$ cat src/rtl/seg_scan_ctrl.sv
// seg_scan_ctrl: 4-digit common-anode 7-segment scan scheduler.
// Frames arrive over valid/ready and are swapped in only at frame boundaries.
module seg_scan_ctrl #(
  parameter int SCAN_TICKS  = 100000,
  parameter int BLANK_TICKS = 1000
) (
  input  logic        CLK,
  input  logic        RST,
  input  logic        LD_VALID,
  output logic        LD_READY,
  input  logic [15:0] LD_DIGITS,
  input  logic [3:0]  LD_DP,
  input  logic        LZ_BLANK,
  output logic [11:0] DISP,
  output logic        FRAME_DONE
);

  localparam int MAXT = (SCAN_TICKS > BLANK_TICKS) ?
                        SCAN_TICKS : BLANK_TICKS;
  localparam int CW = (MAXT > 1) ? $clog2(MAXT) : 1;
  localparam logic [CW-1:0] SCAN_LAST  = CW'(SCAN_TICKS - 1);
  localparam logic [CW-1:0] BLANK_LAST = CW'(BLANK_TICKS - 1);

  typedef enum logic {
    ST_BLANK,
    ST_SHOW
  } state_t;

  state_t        state, state_nx;
  logic [1:0]    idx, idx_nx;
  logic [CW-1:0] cnt, cnt_nx;

  logic          pend_full;
  logic [15:0]   pend_dig;
  logic [3:0]    pend_dp;
  logic          pend_lz;

  logic [15:0]   act_dig;
  logic [3:0]    act_dp;
  logic          act_lz;

  logic          accept;
  logic          commit;
  logic [2:0]    lead0;
  logic [3:0]    nib;
  logic [3:0]    anode;
  logic          dpb;
  logic          lzb;
  logic [11:0]   disp_nx;

  function automatic logic [6:0] seg7(input logic [3:0] n);
    logic [6:0] s;
    case (n)
      4'd0:    s = 7'b0000001;
      4'd1:    s = 7'b1001111;
      4'd2:    s = 7'b0010010;
      4'd3:    s = 7'b0000110;
      4'd4:    s = 7'b1001100;
      4'd5:    s = 7'b0100100;
      4'd6:    s = 7'b0100000;
      4'd7:    s = 7'b0001111;
      4'd8:    s = 7'b0000000;
      4'd9:    s = 7'b0000100;
      default: s = 7'b1111111;
    endcase
    return s;
  endfunction

  assign LD_READY = ~pend_full;
  assign accept   = LD_VALID & ~pend_full;
  assign commit   = FRAME_DONE & pend_full;

  // running "all zero so far" flags from the leftmost digit
  assign lead0[0] = (act_dig[15:12] == 4'd0);
  assign lead0[1] = lead0[0] & (act_dig[11:8] == 4'd0);
  assign lead0[2] = lead0[1] & (act_dig[7:4] == 4'd0);

  // scan sequencer: blank gap, then lit digit, advancing idx
  always_comb begin
    state_nx   = state;
    idx_nx     = idx;
    cnt_nx     = cnt + CW'(1);
    FRAME_DONE = 1'b0;
    unique case (state)
      ST_BLANK: begin
        if (cnt == BLANK_LAST) begin
          state_nx = ST_SHOW;
          cnt_nx   = '0;
        end
      end
      ST_SHOW: begin
        if (cnt == SCAN_LAST) begin
          state_nx   = ST_BLANK;
          cnt_nx     = '0;
          idx_nx     = idx + 2'd1;
          FRAME_DONE = (idx == 2'd3);
        end
      end
    endcase
  end

  // next display word for the digit selected after this edge
  always_comb begin
    nib   = act_dig[15:12];
    dpb   = act_dp[3];
    lzb   = act_lz & lead0[0];
    anode = 4'b0111;
    unique case (idx_nx)
      2'd0: begin
        nib   = act_dig[15:12];
        dpb   = act_dp[3];
        lzb   = act_lz & lead0[0];
        anode = 4'b0111;
      end
      2'd1: begin
        nib   = act_dig[11:8];
        dpb   = act_dp[2];
        lzb   = act_lz & lead0[1];
        anode = 4'b1011;
      end
      2'd2: begin
        nib   = act_dig[7:4];
        dpb   = act_dp[1];
        lzb   = act_lz & lead0[2];
        anode = 4'b1101;
      end
      2'd3: begin
        nib   = act_dig[3:0];
        dpb   = act_dp[0];
        lzb   = 1'b0;
        anode = 4'b1110;
      end
    endcase
    disp_nx = 12'hFFF;
    if (state_nx == ST_SHOW) begin
      disp_nx = {anode,
                 lzb ? 7'h7F : seg7(nib),
                 ~dpb};
    end
  end

  // scan state and registered display output
  always_ff @(posedge CLK) begin
    if (RST) begin
      state <= ST_BLANK;
      idx   <= '0;
      cnt   <= '0;
      DISP  <= 12'hFFF;
    end else begin
      state <= state_nx;
      idx   <= idx_nx;
      cnt   <= cnt_nx;
      DISP  <= disp_nx;
    end
  end

  // pending/active frame buffers; swap only on frame boundary
  always_ff @(posedge CLK) begin
    if (RST) begin
      pend_full <= 1'b0;
      pend_dig  <= '0;
      pend_dp   <= '0;
      pend_lz   <= 1'b0;
      act_dig   <= 16'hFFFF;
      act_dp    <= '0;
      act_lz    <= 1'b0;
    end else if (accept) begin
      pend_full <= 1'b1;
      pend_dig  <= LD_DIGITS;
      pend_dp   <= LD_DP;
      pend_lz   <= LZ_BLANK;
    end else if (commit) begin
      pend_full <= 1'b0;
      act_dig   <= pend_dig;
      act_dp    <= pend_dp;
      act_lz    <= pend_lz;
    end
  end

endmodule

$ cat config.mk
export PLATFORM = sky130hd
export DESIGN_NAME = seg_scan_ctrl
export DESIGN_NICKNAME = d
export VERILOG_FILES = /design/src/rtl/seg_scan_ctrl.sv
export SDC_FILE = /design/constraint.sdc
export NUM_CORES = 1
export LEC_CHECK = 0
export BUFFER_PORTS_ARGS = -buffer_cell sky130_fd_sc_hd__clkbuf_2
export CAP_MARGIN = 5
export CORE_MARGIN = 3
export CORE_UTILIZATION = 50
export CTS_CLUSTER_DIAMETER = 40
export DETAILED_ROUTE_END_ITERATION = 8
export GPL_ROUTABILITY_DRIVEN = 0
export PLACE_DENSITY = 0.74
export SYNTH_ARGS = -nofsm -noshare
export SYNTH_HDL_FRONTEND = slang
export SYNTH_SLANG_ARGS = --single-unit
$ cat constraint.sdc
create_clock -name CLK -period 4.1 [get_ports CLK]
set_input_delay 0.41 -clock CLK [delete_from_list [all_inputs] [get_ports CLK]]
set_output_delay 0.41 -clock CLK [all_outputs]
set_load 0.05 [all_outputs]
==> results.md <==
- Status: finished clean
- Worst-path fanout max: 7
- Net Sw Frac: 0.226
- Critical Setup Path Class: reg2reg
- Hold Crit Start: LD_DIGITS[10]
- Time the worst path needs with I/O delays and setup: 3.75 ns
- Pwr dens: 380 nW/um^2
- Die Wd: 85.7 um
- Nets: 433
- Std-Cell Rows: 28
- Root buf cell: clkbuf_8
- Number of global-route vias before repair: 2396
- Share of layout cells above drive strength 1: 0.174
- Initial antenna violation count: 0
- H-tree depth: 3
- Final Max Tran Viols: 0
- DP Cell Count: 462
- Final core occ: 0.600
- Total setup buffers inserted after CTS: 0
- ANT nets after route: 0
- Vias per std cell: 5.27
- Pint: 1.07 mW
- 1st-pass router iterations: 4
- DRT Wirelength: 6160 um
- Clk_skew: 0.00980 ns
- Routed vias: 2519
- Die Ht: 85.7 um
- Resized cells post-CTS: 0
- Multi-input gate area: 1510 sq um
- I/O pin cnt: 38
- Grt ovf: 0
- Leakage power: 1.59 nW
- Met3 Use GR: 0.0644
- DRC: 0
- Worst r2r src: cnt[12]
- Startpoint type of the worst setup path: register
- Dpl hpwl: 4360 um
- Die area: 7340 sq um
- Synthesized instance count: 362
- I/O Buffers: 37
- CTS max path bufs: 2
- Maxcap violations: 0
- Net load switching power: 0.310 mW
- Worst min path class: in2reg
- YS warnings: 0
- Total GRT Usage: 0.183
- EDFF count, synth: 0
- Async SR Flop Fraction: 0
- Core area: 6030 sq um
- Ant. Diodes: 0
- Initial Util: 0.527
- Worst vdd ir: 0.263 mV
- Max Fclk: 266 MHz
- Library cells used by synthesis: 39
- Setup crit start: cnt[12]
- CP endpoint kind: register
- Register area: 1500 sq um
- GR peak layer: met2
- Setup_tns: 0 ns
- Net Count, Synth: 397
- Top_reg_cell synth: dfxtp_1
- Final cycle utilization of the critical path: 0.916
- Clock slew at reported path FFs: 0.08 ns
- Cell area after synthesis: 3170 sq um
- Data required, critical path: 4.30 ns
- Setup violations, final: 0
- CTS Hold Buffers Added: 0
- Fill count: 561
- Worst EP arrival: 3.95 ns
- Part of the power in registers: 0.546
- Syn_area_per_cell: 8.77 sq um
- Clock power share: 0.412
- RSZ-0062 raised after global routing: false
- Grt met1 use: 0.225
- Sequential area share after synthesis: 0.473
- Post-route insts no fill: 478
- Clock Sinks: 75
- Global-route wire length before repair: 10700 um
- GRT met2 Usage: 0.301
- Iteration-0 DRC count of the detailed router: 140
- Area delta synth->final: 14.0%
- CTS buffer count: 9
- Relative slew slack: 0.510
- Comb pwr share: 0.042
- Clock latency at the later pin of the worst-skew pair: 0.34 ns
- Least-Margin Pin Slew: 0.735 ns
- Largest net degree at the start of global routing: 39
- CTS tree: done
- Seq cells post-synth: 75
- DR WL/cell: 12.9 um
- Hold Vio Cnt, Final: 0
[registers in the layout (all words and copies together) (netlist names)]
register and count:
idx 2, pend_dig 16, act_dp 4, pend_lz 1, state 1, DISP 12
cnt 17, act_dig 16, pend_full 1, pend_dp 4, act_lz 1
[critical path, cell delays in order (launching register included)]
cell and delay (ns):
dfxtp_1 0.35, nor4_2 0.30, nand2_1 0.17, nor4_4 0.50, mux2i_1 0.38, inv_1 0.12
ha_1 0.29, a222oi_1 0.38, mux2_2 0.32, inv_1 0.08, ha_1 0.31, mux2_2 0.28
nand2_1 0.07, nand3_1 0.07
[cells in the mapped netlist (2+ instances only)]
cell type  count  share of area
a222oi_1       5          0.016
o211ai_2       2         0.0079
dfxtp_1       75           0.47
xnor2_1        7          0.019
nand3_1       12          0.019
o211ai_1      17          0.040
ha_1          11          0.043
a21oi_1       22          0.035
and3_1         6          0.012
clkbuf_1      11          0.013
mux2_2         6          0.021
nor4_1         2         0.0039
mux2i_1        8          0.025
nand2_1       77          0.091
nor2_1        31          0.037
nand4_1        6          0.012
o21ai_0        3         0.0047
inv_1         27          0.032
nor3_1         2         0.0032
or4_1          3         0.0071
xor2_1         9          0.025
buf_2          3         0.0047
[stage by stage]
step | setup WS [ns] | power (mW) | instance area [sq um] | hold slack (ns)
floorplan | 0.846 | 0.804 | 3170 | 0.418
global placement | 0.587 | 0.825 | 3420 | 0.431
detailed placement | 0.387 | 0.827 | 3420 | 0.445
CTS | 0.345 | 1.39 | 3620 | 0.258
global route | 0.0942 | 1.44 | 3620 | 0.266
finish | 0.346 | 1.38 | 3620 | 0.278
[worst paths after layout]
| kind | to | cells past startpoint | slack (ns) |
|---|---|---|---|
| setup reg to reg | DISP[4] | 13 | 0.35 |
| hold reg to reg | pend_dp[3] | 2 | 0.46 |
| setup / recovery | DISP[4] | 13 | 0.35 |
| hold / removal | pend_dig[10] | 3 | 0.28 |
[area by class of cell]
type	count	area share
clock buffers	11	0.0391
clock inverters	5	0.0169
inverters	28	0.0290
multi-input cells	244	0.417
flip-flops and latches	75	0.415
well taps	75	0.0259
repair buffers	40	0.0574
[cell usage in the layout (no fill, tap or decap), drive strengths merged, types with 5 or more instances in the layout]
cell / instances
ha: 11
clkbuf: 48
dfxtp: 75
nor2: 31
nand4: 6
nand2: 77
xor2: 9
inv: 28
mux2: 6
a222oi: 5
o211ai: 19
xnor2: 7
a21oi: 22
nand3: 12
and3: 6
mux2i: 8
[kinds of logic after synthesis]
group	share of synthesized area
flip-flops	0.473
XOR/XNOR	0.0441
adder cells (fa/ha/maj)	0.0434
AND/OR/NAND/NOR	0.214
buffers and inverters	0.0520
multiplexers	0.0465
AO/OA/AOI/OAI	0.127
[per-layer routing]
| layer | wire, um | up-vias |
|---|---|---|
| met5 | 0 | - |
| met4 | 80 | 0 |
| met3 | 268 | 8 |
| met2 | 2940 | 44 |
| met1 | 2870 | 1163 |
| li1 | - | 1304 |
[power groups by stage]
stage | clock (mW) | sequential (mW) | combinational (mW)
6_report | 0.567 | 0.751 | 0.0578
5_1_grt | 0.620 | 0.753 | 0.0670
4_1_cts | 0.583 | 0.752 | 0.0587
3_5_place_dp | 0 | 0.769 | 0.0584
3_3_place_gp | 0 | 0.768 | 0.0572
2_1_floorplan | 0 | 0.766 | 0.0383
Power figures use the tool's default switching activity.
